`config.mk`:
```
export PLATFORM = sky130hd
export DESIGN_NAME = bist_prbs_gen_flat
export DESIGN_NICKNAME = d
export VERILOG_FILES = /design/src/rtl/bist_pkg.sv /design/src/rtl/bist_prbs_gen_if.sv /design/src/rtl/bist_prbs_lfsr.sv /design/src/rtl/bist_prbs_gen.sv /design/src/flat_wrapper.sv
export SDC_FILE = /design/constraint.sdc
export NUM_CORES = 1
export LEC_CHECK = 0
export BUFFER_PORTS_ARGS = -buffer_cell sky130_fd_sc_hd__buf_4
export CORE_ASPECT_RATIO = 0.7
export CORE_MARGIN = 8
export CORE_UTILIZATION = 45
export CTS_BUF_LIST = sky130_fd_sc_hd__clkbuf_2 sky130_fd_sc_hd__clkbuf_4 sky130_fd_sc_hd__clkbuf_8
export DETAILED_ROUTE_END_ITERATION = 10
export PLACE_DENSITY = 0.67
export RECOVER_POWER = 50
export SETUP_SLACK_MARGIN = 0.5
export SLEW_MARGIN = 20
export SYNTH_ARGS = -nofsm -noshare
export SYNTH_HDL_FRONTEND = slang
export SYNTH_SLANG_ARGS = --single-unit
```
`constraint.sdc`:
```
create_clock -name func_clk -period 2.7 [get_ports func_clk]
set_input_delay 0.54 -clock func_clk [delete_from_list [all_inputs] [get_ports func_clk]]
set_output_delay 0.54 -clock func_clk [all_outputs]
set_load 0.02 [all_outputs]
```
`src/rtl/bist_pkg.sv`:
```
// Shared BIST definitions: generator FSM states and the Galois LFSR tap table.
// The tap table is common to the pattern generator and the response MISR. Both sides
// must agree on it for signatures to be reproducible.
package bist_pkg;

    // Pattern generator control states
    typedef enum logic [1:0] {
        IDLE = 2'd0,
        LOAD = 2'd1,
        RUN  = 2'd2,
        DONE = 2'd3
    } bist_state_e;

    localparam int unsigned LFSR_MIN_W = 2;
    localparam int unsigned LFSR_MAX_W = 32;

    // Maximal-length Galois tap table, indexed by register width.
    // Each entry is the primitive polynomial shifted right by one (the x^0 term is implicit).
    // Bit k-1 set means the x^k term is present, so tap[i-1] feeds stage i.
    // Example: width 8 uses x^8+x^4+x^3+x^2+1, which gives entry 8'h8E.
    function automatic logic [31:0] lfsr_taps(input int unsigned width);
        logic [31:0] taps;
        case (width)
            1:       taps = 32'h0000_0001;
            2:       taps = 32'h0000_0003;
            3:       taps = 32'h0000_0006;
            4:       taps = 32'h0000_000C;
            5:       taps = 32'h0000_0014;
            6:       taps = 32'h0000_0030;
            7:       taps = 32'h0000_0060;
            8:       taps = 32'h0000_008E;
            9:       taps = 32'h0000_0110;
            10:      taps = 32'h0000_0240;
            11:      taps = 32'h0000_0500;
            12:      taps = 32'h0000_0829;
            13:      taps = 32'h0000_100D;
            14:      taps = 32'h0000_2015;
            15:      taps = 32'h0000_6000;
            16:      taps = 32'h0000_8016;
            17:      taps = 32'h0001_2000;
            18:      taps = 32'h0002_0400;
            19:      taps = 32'h0004_0023;
            20:      taps = 32'h0009_0000;
            21:      taps = 32'h0014_0000;
            22:      taps = 32'h0030_0000;
            23:      taps = 32'h0042_0000;
            24:      taps = 32'h0080_0043;
            25:      taps = 32'h0120_0000;
            26:      taps = 32'h0200_0023;
            27:      taps = 32'h0400_0013;
            28:      taps = 32'h0900_0000;
            29:      taps = 32'h1400_0000;
            30:      taps = 32'h2000_0029;
            31:      taps = 32'h4800_0000;
            32:      taps = 32'h8020_0003;
            default: taps = 32'h0000_0000;
        endcase
        return taps;
    endfunction

endpackage

```
`src/rtl/bist_prbs_gen_if.sv`:
```
// Pattern stream between the BIST generator and its consumer.
// Simple valid/ready handshake; a pattern transfers on any cycle with valid & ready.
interface bist_prbs_gen_if #(
    parameter int unsigned DATA_DW = 8
) ();

    logic [DATA_DW-1:0] data;
    logic               valid;
    logic               ready;

    modport master (
        output data,
        output valid,
        input  ready
    );

    modport slave (
        input  data,
        input  valid,
        output ready
    );

endinterface

```
`src/rtl/bist_prbs_lfsr.sv`:
```
// Galois LFSR register with load and step enables.
// The same block serves the response side: din is XORed into the step, so the
// generator ties din to zero and a MISR feeds its response word.
// A zero load value is replaced by all-ones, because the all-zero state is a lock-up state.
module bist_prbs_lfsr
    import bist_pkg::*;
#(
    parameter int unsigned WIDTH = 8  // legal 2..32
) (
    input  logic             clk,
    input  logic             rst_n,
    input  logic             load,
    input  logic [WIDTH-1:0] load_val,
    input  logic             step,
    input  logic [WIDTH-1:0] din,
    output logic [WIDTH-1:0] state
);

    localparam logic [31:0]      TAP_WORD = lfsr_taps(WIDTH);
    localparam logic [WIDTH-1:0] TAPS     = TAP_WORD[WIDTH-1:0];

    logic [WIDTH-1:0] state_q;
    logic [WIDTH-1:0] state_d;
    logic [WIDTH-1:0] step_val;

    // One Galois shift: the MSB wraps to bit 0 and is XORed into each tapped stage
    always_comb begin
        step_val    = '0;
        step_val[0] = state_q[WIDTH-1] ^ din[0];
        for (int i = 1; i < int'(WIDTH); i++) begin
            step_val[i] = state_q[i-1] ^ (TAPS[i-1] & state_q[WIDTH-1]) ^ din[i];
        end
    end

    // Next-state select: a load has priority over a step
    always_comb begin
        state_d = state_q;
        if (load) begin
            state_d = (load_val == '0) ? '1 : load_val;
        end else if (step) begin
            state_d = step_val;
        end
    end

    // State register, reset to all-ones
    always_ff @(posedge clk or negedge rst_n) begin
        if (!rst_n) begin
            state_q <= '1;
        end else begin
            state_q <= state_d;
        end
    end

    assign state = state_q;

endmodule

```
`src/rtl/bist_prbs_gen.sv`:
```
// BIST pseudo-random pattern generator.
// The BIST sequencer starts a run with a seed and a pattern count. The generator then
// emits LFSR patterns on a valid/ready stream, and pulses gen_done when every pattern
// has been accepted. gen_abort returns the generator to IDLE at once without a done pulse.
// Optional macro BIST_PRBS_ERR_INJECT_EN adds the gen_err_inject port. It inverts bit 0
// of the next accepted pattern and leaves the LFSR sequence unaffected.
module bist_prbs_gen
    import bist_pkg::*;
#(
    parameter int unsigned LFSR_DW = 8,   // legal 2..32
    parameter int unsigned DATA_DW = 8,   // 1..LFSR_DW
    parameter int unsigned CNT_W   = 16
) (
    input  logic               func_clk,
    input  logic               func_rst_n,
    input  logic               gen_start,
    input  logic               gen_abort,
    input  logic [LFSR_DW-1:0] gen_seed,
    input  logic [CNT_W-1:0]   gen_num_patterns,
`ifdef BIST_PRBS_ERR_INJECT_EN
    input  logic               gen_err_inject,
`endif
    output logic               gen_busy,
    output logic               gen_done,
    output logic [CNT_W-1:0]   gen_pattern_cnt,
    bist_prbs_gen_if.master    gen_stream
);

    bist_state_e        state_q, state_d;
    logic [LFSR_DW-1:0] seed_q, seed_d;
    logic [CNT_W-1:0]   num_q, num_d;
    logic [CNT_W-1:0]   cnt_q, cnt_d;
    logic               lfsr_load;
    logic               lfsr_step;
    logic [LFSR_DW-1:0] lfsr_state;

    // Next-state, run parameter capture and LFSR control
    always_comb begin
        state_d   = state_q;
        seed_d    = seed_q;
        num_d     = num_q;
        cnt_d     = cnt_q;
        lfsr_load = 1'b0;
        lfsr_step = 1'b0;
        unique case (state_q)
            IDLE: begin
                // Abort wins over a simultaneous start
                if (gen_start && !gen_abort) begin
                    state_d = LOAD;
                    seed_d  = gen_seed;
                    num_d   = gen_num_patterns;
                    cnt_d   = '0;
                end
            end
            LOAD: begin
                if (gen_abort) begin
                    state_d = IDLE;
                end else begin
                    lfsr_load = 1'b1;
                    state_d   = (num_q == '0) ? DONE : RUN;
                end
            end
            RUN: begin
                // Abort takes priority, so a same-cycle handshake is not counted
                if (gen_abort) begin
                    state_d = IDLE;
                end else if (gen_stream.ready) begin
                    lfsr_step = 1'b1;
                    cnt_d     = cnt_q + CNT_W'(1);
                    if (cnt_q == num_q - CNT_W'(1)) begin
                        state_d = DONE;
                    end
                end
            end
            DONE: begin
                state_d = IDLE;
            end
            default: begin
                state_d = IDLE;
            end
        endcase
    end

    // State and run registers
    always_ff @(posedge func_clk or negedge func_rst_n) begin
        if (!func_rst_n) begin
            state_q <= IDLE;
            seed_q  <= '0;
            num_q   <= '0;
            cnt_q   <= '0;
        end else begin
            state_q <= state_d;
            seed_q  <= seed_d;
            num_q   <= num_d;
            cnt_q   <= cnt_d;
        end
    end

    bist_prbs_lfsr #(
        .WIDTH (LFSR_DW)
    ) u_lfsr (
        .clk      (func_clk),
        .rst_n    (func_rst_n),
        .load     (lfsr_load),
        .load_val (seed_q),
        .step     (lfsr_step),
        .din      ({LFSR_DW{1'b0}}),
        .state    (lfsr_state)
    );

    assign gen_busy         = (state_q != IDLE);
    assign gen_done         = (state_q == DONE);
    assign gen_pattern_cnt  = cnt_q;
    assign gen_stream.valid = (state_q == RUN);

`ifdef BIST_PRBS_ERR_INJECT_EN
    logic inj_q, inj_d;

    // Sticky inject request: consumed by the next accepted pattern, cleared by abort
    always_comb begin
        inj_d = inj_q;
        if (gen_abort) begin
            inj_d = 1'b0;
        end else begin
            if (gen_stream.valid && gen_stream.ready) begin
                inj_d = 1'b0;
            end
            if (gen_err_inject) begin
                inj_d = 1'b1;
            end
        end
    end

    // Inject flag register
    always_ff @(posedge func_clk or negedge func_rst_n) begin
        if (!func_rst_n) begin
            inj_q <= 1'b0;
        end else begin
            inj_q <= inj_d;
        end
    end

    assign gen_stream.data = lfsr_state[DATA_DW-1:0] ^ DATA_DW'(inj_q);
`else
    assign gen_stream.data = lfsr_state[DATA_DW-1:0];
`endif

endmodule

```
`src/flat_wrapper.sv`:
```
// flat-port wrapper written by rule: the top's interface ports become plain ports
module bist_prbs_gen_flat import bist_pkg::*;
#(
    parameter int unsigned LFSR_DW = 8,                 
    parameter int unsigned DATA_DW = 8,                
    parameter int unsigned CNT_W   = 16
)
  (func_clk, func_rst_n, gen_start, gen_abort, gen_seed, gen_num_patterns, gen_busy, gen_done, gen_pattern_cnt, gen_stream_data, gen_stream_valid, gen_stream_ready);
  bist_prbs_gen_if #(.DATA_DW(DATA_DW)) gen_stream_i ();
  input  logic func_clk;
  input  logic func_rst_n;
  input  logic gen_start;
  input  logic gen_abort;
  input  logic [LFSR_DW-1:0] gen_seed;
  input  logic [CNT_W-1:0] gen_num_patterns;
  output logic gen_busy;
  output logic gen_done;
  output logic [CNT_W-1:0] gen_pattern_cnt;
  output wire logic [$bits(gen_stream_i.data)-1:0] gen_stream_data;
  output wire logic [$bits(gen_stream_i.valid)-1:0] gen_stream_valid;
  input wire logic [$bits(gen_stream_i.ready)-1:0] gen_stream_ready;
  assign gen_stream_data = gen_stream_i.data;
  assign gen_stream_valid = gen_stream_i.valid;
  assign gen_stream_i.ready = gen_stream_ready;
  bist_prbs_gen #(.LFSR_DW(LFSR_DW), .DATA_DW(DATA_DW), .CNT_W(CNT_W)) u_core (.func_clk(func_clk), .func_rst_n(func_rst_n), .gen_start(gen_start), .gen_abort(gen_abort), .gen_seed(gen_seed), .gen_num_patterns(gen_num_patterns), .gen_busy(gen_busy), .gen_done(gen_done), .gen_pattern_cnt(gen_pattern_cnt), .gen_stream(gen_stream_i));
endmodule
```
==> results.py, run 1 <==
metrics = {
    "synth": {
        "synth.avg_cell_area_um2": 10.2,
        "yosys.area.top_type": "dfrtp_1",
        "yosysSeqAreaShare_pct": 45.1,
        "synth.net_count": 306,
        "synth_cells": 275,
        "netlist.area_leader.share_pct": 37.6,
        "synth_ff_type": "dfrtp_1",
        "ys_async_sr_fraction_pct": 100,
        "yosysMostFrequentCell": "dfrtp_1",
        "synth_common_cells": "dfrtp_1 (42), nor2_1 (27), mux2_1 (21)",
        "yosys_register_bits": 50,
        "netlist_area_mm2": 0.00280,
        "ys_types": 48,
        "synthTopCellsByArea": "dfrtp_1 (38%), mux2_1 (8.5%), dfstp_2 (7.5%)",
        "synth_edf_count": 0,
        "ys_warn_count": 0,
    },
    "run_status": {
        "status": "complete, no violations",
    },
    "global_route": {
        "grt_max_degree": 51,
        "antenna_found_initial": 0,
        "grtUsageTotal_pct": 15.7,
        "grt_overflow_total": 0,
        "grt_pass1_vias": 2175,
        "grt_pass1_wl_um": 11100,
    },
    "floorplanning": {
        "core_region_area_mm2": 0.00613,
        "die_w_um": 110,
        "io_pins": 56,
        "die-area_mm2": 0.00904,
        "rows": 24,
        "die_y_um": 82.0,
        "initial_core_util_pct": 45.7,
    },
    "route": {
        "wire_per_inst_um": 16.6,
        "drc": 0,
        "routed_wl_um": 6870,
        "first_pass_iters": 4,
        "first_iter_violations": 112,
        "drtAntennaViolNets": 0,
        "dr_total_vias": 2231,
        "via_per_inst": 5.40,
    },
    "finish": {
        "layout.nets": 365,
        "utilization_pct": 57.4,
        "syn_to_final_growth_pct": 25.6,
        "drive_above_1_share_pct": 29.6,
        "final_area_mm2": 0.00351,
        "antennaDiodeCount": 0,
    },
    "clock_network": {
        "clock_path_buffers": 2,
        "htree_levels": 2,
        "clk_latency_ps": 300,
        "tritoncts": "done",
        "root_buffer": "clkbuf_8",
        "clk_pin_slew_ps": 100,
        "cts_buffers": 5,
        "clock-sinks": 50,
    },
    "timing": {
        "fin_ws_ps": 586,
        "min_period_over_period_pct": 78.3,
        "setup_violations": 0,
        "drv_slew": 0,
        "relSlewSlack_pct": 17.8,
        "tns_ps": 0,
        "skew_ps": 6.15,
        "rsz0062_at_grt": "false",
        "fmax_mhz": 473,
        "hold-worst-slack_ps": 442,
        "worst_slew_pin_slew_ps": 1230,
        "fin_crit_ps": 2110,
        "finalHoldViolCount": 0,
    },
    "pwr": {
        "leakagePower_nw": 1.47,
        "ir_drop_mv": 0.288,
        "power_density_mw_per_mm2": 734,
    },
    "critical_path": {
        "required_ps": 2900,
        "crit_path_end_kind": "register",
        "cp_num_buf_inv": 0,
        "ff2ff_setup_slack_ps": 590,
        "start_kind": "register",
        "critPathSlowestCell": "dfrtp_2",
        "worstPathMaxFanout": 4,
        "crit_arrival_ps": 2320,
        "slowest_delay_ps": 470,
        "path_cells": "nor4_4 -> nand2_2 -> or3_4 -> a2111oi_4 -> nand4_1 -> o41ai_2",
        "worst_path_dominant_cell_family": "simple AND/OR/NAND/NOR gates",
        "path_class": "register to register",
    },
    "hold_path": {
        "hold_path.class": "input port to register",
    },
    "place": {
        "routabilityCongestion": 0.898,
        "io_buffers": 55,
        "placed_area_mm2": 0.00330,
        "place_hpwl_um": 4950,
        "post-place-ws_ps": 412,
    },
    "run": {
        "maxCapViolations": 0,
    },
}
## registers in the layout (all words and copies together), names as in the netlist
| name | cells |
|---|---|
| u_core.u_lfsr.state | 8 |
| u_core.seed_q | 8 |
| u_core.state_q | 2 |
| u_core.num_q | 16 |
| u_core.gen_pattern_cnt | 16 |
## cells by family after synthesis
kind of cell             after synthesis  synth area share (%)
XOR/XNOR                              36                  11.3
AND/OR/NAND/NOR                       98                  19.0
adder cells (fa/ha/maj)                2                 0.894
multiplexers                          25                  9.88
buffers and inverters                 18                  2.73
AO/OA/AOI/OAI                         46                  11.2
flip-flops                            50                  45.1
## placed cells by master (no fill, tap or decap), drive strengths merged, types with 12 or more instances in the layout
cell and instances:
xnor2 20, dfrtp 42, nor3 13, clkbuf 14, nand2 14, o21ai 14, mux2 21, buf 55
nor2 27, xor2 16, a21oi 12
## per-layer routing
metal / vias to the layer above / GRT usage (%) / share of wire, % / wire length (um)
li1: 1101 / - / - / -
met2: 60 / 22.0 / 42 / 2890
met5: - / 0 / 0 / 0
met1: 1065 / 23.1 / 50 / 3450
met4: 0 / 3.71 / 0.50 / 34
met3: 5 / 4.62 / 7.3 / 499
## layout make-up
cell class / count / area, um2
clock buffer: 6 / 82.6
clock inverter: 2 / 38.8
fill: 560 / 2610
inverter: 7 / 26.3
multi-input combinational: 207 / 1550
sequential: 50 / 1270
tap: 78 / 97.6
timing repair buffer: 63 / 445
## metrics by stage
stage / power (W) / instances
after global placement: 0.00192 / 399
after CTS: 0.00252 / 408
final: 0.00258 / 413
after detailed placement: 0.00193 / 399
after floorplan: 0.00164 / 275
after global routing: 0.00274 / 413
## timing repair
item	CTS	global route
setup endpoints to repair	1	1
setup buffers	1	5
hold buffers	0	0
pin swaps	1	3
resized for setup	2	20
## worst register-to-register path: stages (launching register included)
cell       delay [ps]
dfrtp_2           470
nor4_4            350
nand2_2           130
or3_4             420
a2111oi_4         290
nand4_1           140
o41ai_2           210
## where the power goes
| group | internal, W | switching (W) | leakage (nW) | total (W) |
|---|---|---|---|---|
| Clock | 0.000305 | 0.000263 | 0.0618 | 0.000568 |
| Combinational | 0.000409 | 0.000411 | 0.796 | 0.000819 |
| Sequential | 0.000952 | 0.000239 | 0.608 | 0.00119 |
| Total | 0.00167 | 0.000913 | 1.47 | 0.00258 |
## worst paths after layout
kind	start	to	cells past startpoint
max	u_core.num_q[10]	u_core.state_q[0]	6
max reg2reg	u_core.num_q[10]	u_core.state_q[0]	6
min in group asynchronous	func_rst_n	u_core.num_q[4]	1
min	gen_abort	u_core.state_q[1]	2
min reg2reg	u_core.seed_q[1]	u_core.seed_q[1]	1
max in group asynchronous	func_rst_n	u_core.num_q[11]	1
Power figures use the tool's default switching activity.
==> run 2, diff against run 1 <==
clock period = 2.2 ns   (was 2.7 ns; I/O delays follow)
==> run 2 against run 1 <==
  * Worst hold slack worse by 110 ps
  * Cell count rose by 0.97%
  * Clock skew up 4.1 ps
  * Register-to-register slack worse by 460 ps
  * Maximum frequency grew 2.0%
  * Critical path depth stayed put
  * Global-route usage grew 0.50 points
  * Via count down 0.76%
==> results.py, run 2 (synthesis gave the netlist of run 1 again) <==
metrics = {
    "pwr": {
        "p_switching_w": 0.00111,
        "comb_power_share_pct": 32.9,
        "internal-power_w": 0.00205,
        "clkPwrFrac_pct": 22.2,
        "leakagePower_nw": 1.51,
        "swShare_pct": 35.1,
        "p_total_w": 0.00315,
        "ir_drop_mv": 0.473,
        "seq_power_share_pct": 44.9,
        "power_density_mw_per_mm2": 883,
    },
    "floorplanning": {
        "die-area_mm2": 0.00904,
        "io_pins": 56,
        "rows": 24,
        "core_region_area_mm2": 0.00613,
        "die_w_um": 110,
        "initial_core_util_pct": 45.7,
        "die_y_um": 82.0,
    },
    "timing": {
        "setup_violations": 0,
        "drv_slew": 0,
        "finalHoldViolCount": 0,
        "fmax_mhz": 483,
        "relSlewSlack_pct": 16.9,
        "fin_ws_ps": 128,
        "min_period_over_period_pct": 94.2,
        "rsz0062_at_grt": "true",
        "fin_crit_ps": 2070,
        "skew_ps": 10.2,
        "worst_slew_pin_slew_ps": 1250,
    },
    "finish": {
        "utilization_pct": 58.3,
        "final_cell_mix": "buf_4 (64), dfrtp_1 (37), nor2_1 (27)",
        "antennaDiodeCount": 0,
        "layout.nets": 369,
        "drive_above_1_share_pct": 31.9,
        "syn_to_final_growth_pct": 27.7,
        "final_common_cell": "buf_4",
    },
    "run_status": {
        "status": "complete, no violations",
    },
    "route": {
        "wire_per_inst_um": 16.7,
        "first_iter_violations": 214,
        "routed_wl_um": 6960,
        "first_pass_iters": 4,
        "via_per_inst": 5.31,
        "dr_total_vias": 2214,
        "drc": 0,
        "drtAntennaViolNets": 0,
    },
    "clock_network": {
        "clk_latency_ps": 310,
        "cts_buffers": 5,
        "clk_pin_slew_ps": 100,
        "tritoncts": "done",
        "root_buffer": "clkbuf_8",
        "clock-sinks": 50,
        "clock_path_buffers": 2,
        "hold_buffers": 0,
        "htree_levels": 2,
    },
    "critical_path": {
        "worstPathMaxFanout": 5,
        "r2r_start": "u_core.num_q[5]",
        "crit_end": "u_core.state_q[0]",
        "start_kind": "register",
        "crit_path_end_kind": "register",
        "ff2ff_setup_slack_ps": 130,
        "r2r.worst_path.cells": 6,
        "path_class": "register to register",
        "r2r-end": "u_core.state_q[0]",
        "crit_arrival_ps": 2280,
        "required_ps": 2410,
        "startpoint": "u_core.num_q[5]",
    },
    "global_route": {
        "grt_overflow_total": 0,
        "grt_pass1_vias": 2170,
        "grt_max_degree": 51,
        "grtUsageTotal_pct": 16.2,
        "grt_pass1_wl_um": 11300,
        "antenna_found_initial": 0,
    },
    "place": {
        "post-place-ws_ps": -14.4,
        "place_hpwl_um": 5040,
        "io_buffers": 55,
        "routabilityCongestion": 0.872,
    },
    "run": {
        "maxCapViolations": 0,
    },
    "hold_path": {
        "hold_path.class": "input port to register",
    },
}
-- run 2: timing repair --
item	4_1_cts	5_1_grt
gates resized for setup	6	10
buffers inserted	2	0
endpoints found under the setup margin	11	13
pin swaps	2	2
-- run 2: worst max-delay path, cell delays in order, from the launching register on --
cell and delay, ps:
dfrtp_1 450, nor4_4 350, nand2_4 110, or3_4 410
a2111oi_4 280, nand4_1 140, o41ai_2 220
-- run 2: layout make-up --
cell class | instances | area [um2]
Fill cell | 539 | 2550
Multi-Input combinational cell | 207 | 1570
Sequential cell | 50 | 1270
Timing Repair Buffer | 67 | 494
Tap cell | 78 | 97.6
Clock buffer | 6 | 82.6
Clock inverter | 2 | 38.8
Inverter | 7 | 26.3
-- run 2: stage by stage --
stage / setup TNS, ps / instances / hold WS [ps] / instance area (um2)
after global routing: -17.6 / 417 / 323 / 3570
after floorplan: 0 / 275 / 144 / 2850
after detailed placement: -14.4 / 407 / 501 / 3380
after CTS: 0 / 417 / 164 / 3540
after global placement: 0 / 407 / 496 / 3380
final: 0 / 417 / 336 / 3570
-- run 2: power groups by stage --
stage | Sequential (W) | Combinational (W) | Clock [W]
after floorplan | 0.00147 | 0.000550 | 0
after detailed placement | 0.00142 | 0.000981 | 0
final | 0.00142 | 0.00104 | 0.000701
after global placement | 0.00141 | 0.000974 | 0
after CTS | 0.00140 | 0.00101 | 0.000716
after global routing | 0.00146 | 0.00113 | 0.000759
-- run 2: worst min-delay path by stage --
stage                          from                         end  slack, ps  cells past startpoint
2_1_floorplan            func_rst_n   u_core.gen_pattern_cnt[0]        140                      0
3_3_place_gp       u_core.seed_q[5]            u_core.seed_q[5]        500                      1
3_5_place_dp       u_core.seed_q[5]            u_core.seed_q[5]        500                      1
4_1_cts                  func_rst_n  u_core.gen_pattern_cnt[10]        160                      1
5_1_grt        gen_num_patterns[11]            u_core.num_q[11]        320                      2
6_report       gen_num_patterns[14]            u_core.num_q[14]        340                      2
-- run 2: layer usage --
metal | track usage (%) | up-vias | part of all wire [%]
met5 | 0 | - | 0
met4 | 4.90 | 0 | 0.88
met3 | 4.86 | 5 | 6.4
met2 | 21.2 | 54 | 41
met1 | 24.6 | 1047 | 51
li1 | - | 1108 | -
==> run 3, diff against run 2 <==
SYNTH_HIERARCHICAL = 1   (was not set)
==> run 3 against run 2 <==
  * Power is essentially flat
  * Clock power shrank 15%
  * Count of clock-buffer cells in the layout grew 1
  * Cell area grew 7.8%
  * Largest power group unchanged
  * Global-route usage shrank 0.61 points
  * Sequential cell count is the same
  * Sequential power is essentially flat
  * Register-to-register slack gained 280 ps
  * Cell count grew 6.7%
  * Sequential share of layout area shrank 2.6 points
  * Largest cell class unchanged
  * First-iteration DRC count shrank 42%
  * Critical path depth grew 1
==> results.py, run 3 <==
metrics = {
    "clock_network": {
        "clock-sinks": 50,
        "htree_levels": 2,
        "clock_path_buffers": 2,
        "hold_buffers": 0,
        "clk_pin_slew_ps": 90,
        "clk_latency_ps": 300,
        "tritoncts": "done",
        "root_buffer": "clkbuf_8",
        "cts_buffers": 5,
    },
    "critical_path": {
        "cp.depth": 7,
        "startpoint": "u_core/num_q[5]",
        "path_class": "register to register",
        "worst_path_dominant_cell_family": "simple AND/OR/NAND/NOR gates",
        "worstPathMaxFanout": 6,
        "path_cells": "nor4_4 -> buf_4 -> and2b_2 -> and3_4 -> xnor2_1 -> nand4_1 -> o31ai_2",
        "required_ps": 2410,
        "crit_arrival_ps": 2010,
        "crit_path_end_kind": "register",
        "r2r_start": "u_core/num_q[5]",
        "r2r-end": "u_core/state_q[0]",
        "slowest_delay_ps": 430,
        "crit_end": "u_core/state_q[0]",
        "start_kind": "register",
        "cp_num_buf_inv": 1,
        "critPathSlowestCell": "dfrtp_1",
        "r2r.worst_path.cells": 7,
        "ff2ff_setup_slack_ps": 400,
    },
    "synth": {
        "synth_top_family_by_area": "simple AND/OR/NAND/NOR gates",
        "synth_edf_count": 0,
        "yosysSeqAreaShare_pct": 43.5,
        "synth_mux_area_share_pct": 9.55,
        "ys_types": 49,
        "synth_common_cells": "dfrtp_1 (42), a21oi_1 (23), nor2_1 (23)",
        "synth.avg_cell_area_um2": 10.2,
        "yosys_register_bits": 50,
        "synthTopCellsByArea": "dfrtp_1 (36%), dfstp_2 (7.3%), mux2_2 (7.0%)",
        "synth_ff_type": "dfrtp_1",
        "synth_cells": 285,
        "synth_compound_area_share_pct": 12.0,
        "synth-xor-area-share_pct": 11.2,
        "netlist_area_mm2": 0.00290,
        "ys_warn_count": 6,
        "yosys.area.top_type": "dfrtp_1",
        "synth-simple-area-share_pct": 19.8,
        "yosys.area_share.adder_pct": 0.864,
        "ys_async_sr_fraction_pct": 100,
        "netlist.area_leader.share_pct": 36.3,
        "yosysMostFrequentCell": "dfrtp_1",
    },
    "global_route": {
        "grt_overflow_total": 0,
        "use_met2_pct": 22.8,
        "use_met3_pct": 4.34,
        "grt_pass1_wl_um": 12100,
        "grt_use_met1_pct": 22.4,
        "grt_pass1_vias": 2355,
        "antenna_found_initial": 0,
        "grt_max_degree": 51,
        "grt_busiest_layer": "met2",
        "grtUsageTotal_pct": 15.6,
    },
    "run_status": {
        "status": "complete, no violations",
    },
    "pwr": {
        "ir_drop_mv": 0.553,
        "internal-power_w": 0.00204,
        "clkPwrFrac_pct": 18.9,
        "p_switching_w": 0.00112,
        "seq_power_share_pct": 45.3,
        "leakagePower_nw": 1.66,
        "p_total_w": 0.00315,
        "power_density_mw_per_mm2": 819,
        "swShare_pct": 35.4,
        "comb_power_share_pct": 35.7,
    },
    "route": {
        "wire_per_inst_um": 17.2,
        "first_pass_iters": 4,
        "routed_wl_um": 7680,
        "drc": 0,
        "dr_total_vias": 2389,
        "drtAntennaViolNets": 0,
        "first_iter_violations": 124,
        "via_per_inst": 5.37,
    },
    "finish": {
        "final_common_cell": "buf_4",
        "antennaDiodeCount": 0,
        "syn_to_final_growth_pct": 32.9,
        "nFillCells": 534,
        "final_cell_mix": "buf_4 (58), dfrtp_1 (38), nor2_1 (23)",
        "drive_above_1_share_pct": 36.8,
        "final_area_mm2": 0.00385,
        "layout.nets": 397,
    },
    "timing": {
        "relSlewSlack_pct": 16.0,
        "setup_violations": 0,
        "rsz0062_at_grt": "true",
        "drv_slew": 0,
        "fmax_mhz": 557,
        "hold-worst-slack_ps": 353,
        "tns_ps": 0,
        "worst_slew_pin_slew_ps": 1260,
        "min_period_over_period_pct": 81.7,
        "fin_crit_ps": 1800,
        "skew_ps": 8.29,
        "finalHoldViolCount": 0,
    },
    "floorplanning": {
        "die-area_mm2": 0.00930,
        "die_w_um": 112,
        "initial_core_util_pct": 46.6,
        "io_pins": 56,
        "core_region_area_mm2": 0.00622,
        "die_y_um": 83.1,
        "rows": 24,
    },
    "place": {
        "placed_area_mm2": 0.00345,
        "io_buffers": 55,
        "place_hpwl_um": 5160,
        "routabilityCongestion": 0.924,
    },
    "hold_path": {
        "hold_path.class": "input port to register",
    },
    "run": {
        "maxCapViolations": 0,
    },
}
[run 3: changes by cell type after synthesis, moves of 6 or more]
cell	previous run	this run
o21ai_0	4	13
a21oi_1	12	23
mux2_1	21	3
o21ai_1	10	1
nor3_1	13	4
nor2b_1	1	7
mux2_2	0	18
a211oi_1	0	6
[run 3: cells by family after synthesis]
logic type      after synthesis
other cells                   1
xor+xnor                     37
simple gates                 93
fa+ha+maj                     2
compound gates               57
buf+inv                      20
flops                        50
mux                          25
[run 3: area by class of cell]
class	count	area (um2)	share of cell area, %
Multi-Input combinational cell	222	1740	45.2
Sequential cell	50	1270	32.9
Timing Repair Buffer	78	607	15.8
Tap cell	78	97.6	2.53
Clock buffer	7	96.3	2.50
Inverter	9	33.8	0.877
Clock inverter	1	8.76	0.227
[run 3: how the worst min path moves through the flow]
stage | startpoint | endpoint | cells after the start
2_1_floorplan | func_rst_n | u_core/gen_pattern_cnt[0] | 0
3_3_place_gp | func_rst_n | u_core/seed_q[3] | 1
3_5_place_dp | func_rst_n | u_core/seed_q[3] | 1
4_1_cts | func_rst_n | u_core/seed_q[3] | 1
5_1_grt | gen_seed[0] | u_core/seed_q[0] | 2
6_report | gen_seed[0] | u_core/seed_q[0] | 2
[run 3: per-stage QoR]
stage	setup WS (ps)	cells	utilization (%)
6_report	403	445	61.9
3_5_place_dp	329	417	55.5
3_3_place_gp	348	417	55.5
2_1_floorplan	500	292	-
4_1_cts	389	433	59.0
5_1_grt	299	445	61.9
[run 3: layer usage]
metal,vias to the layer above,part of all wire (%)
li1,1165,-
met1,1166,50
met2,56,44
met3,2,5.2
met4,0,0.38
met5,-,0
[run 3: power groups by stage]
stage                     sequential, W  combinational (W)  clock (W)
after floorplan                 0.00147           0.000586          0
final                           0.00143            0.00113   0.000597
after global placement          0.00142           0.000950          0
after CTS                       0.00142            0.00103   0.000619
after global routing            0.00146            0.00122   0.000663
after detailed placement        0.00143           0.000966          0
[run 3: worst reg2reg max path, delay by kind of cell (launching register included)]
| kind | cells | cell delay (ps) |
|---|---|---|
| buf+inv | 1 | 180 |
| compound gates | 1 | 240 |
| flops | 1 | 430 |
| simple gates | 4 | 770 |
| xor+xnor | 1 | 110 |
[run 3: repair_timing]
| action | CTS | global route |
|---|---|---|
| hold endpoints to repair | 0 | 0 |
| setup endpoints to repair | 15 | 31 |
| setup buffers | 8 | 8 |
| gates cloned | 0 | 4 |
| gates resized for setup | 15 | 28 |
| pin swaps | 11 | 10 |
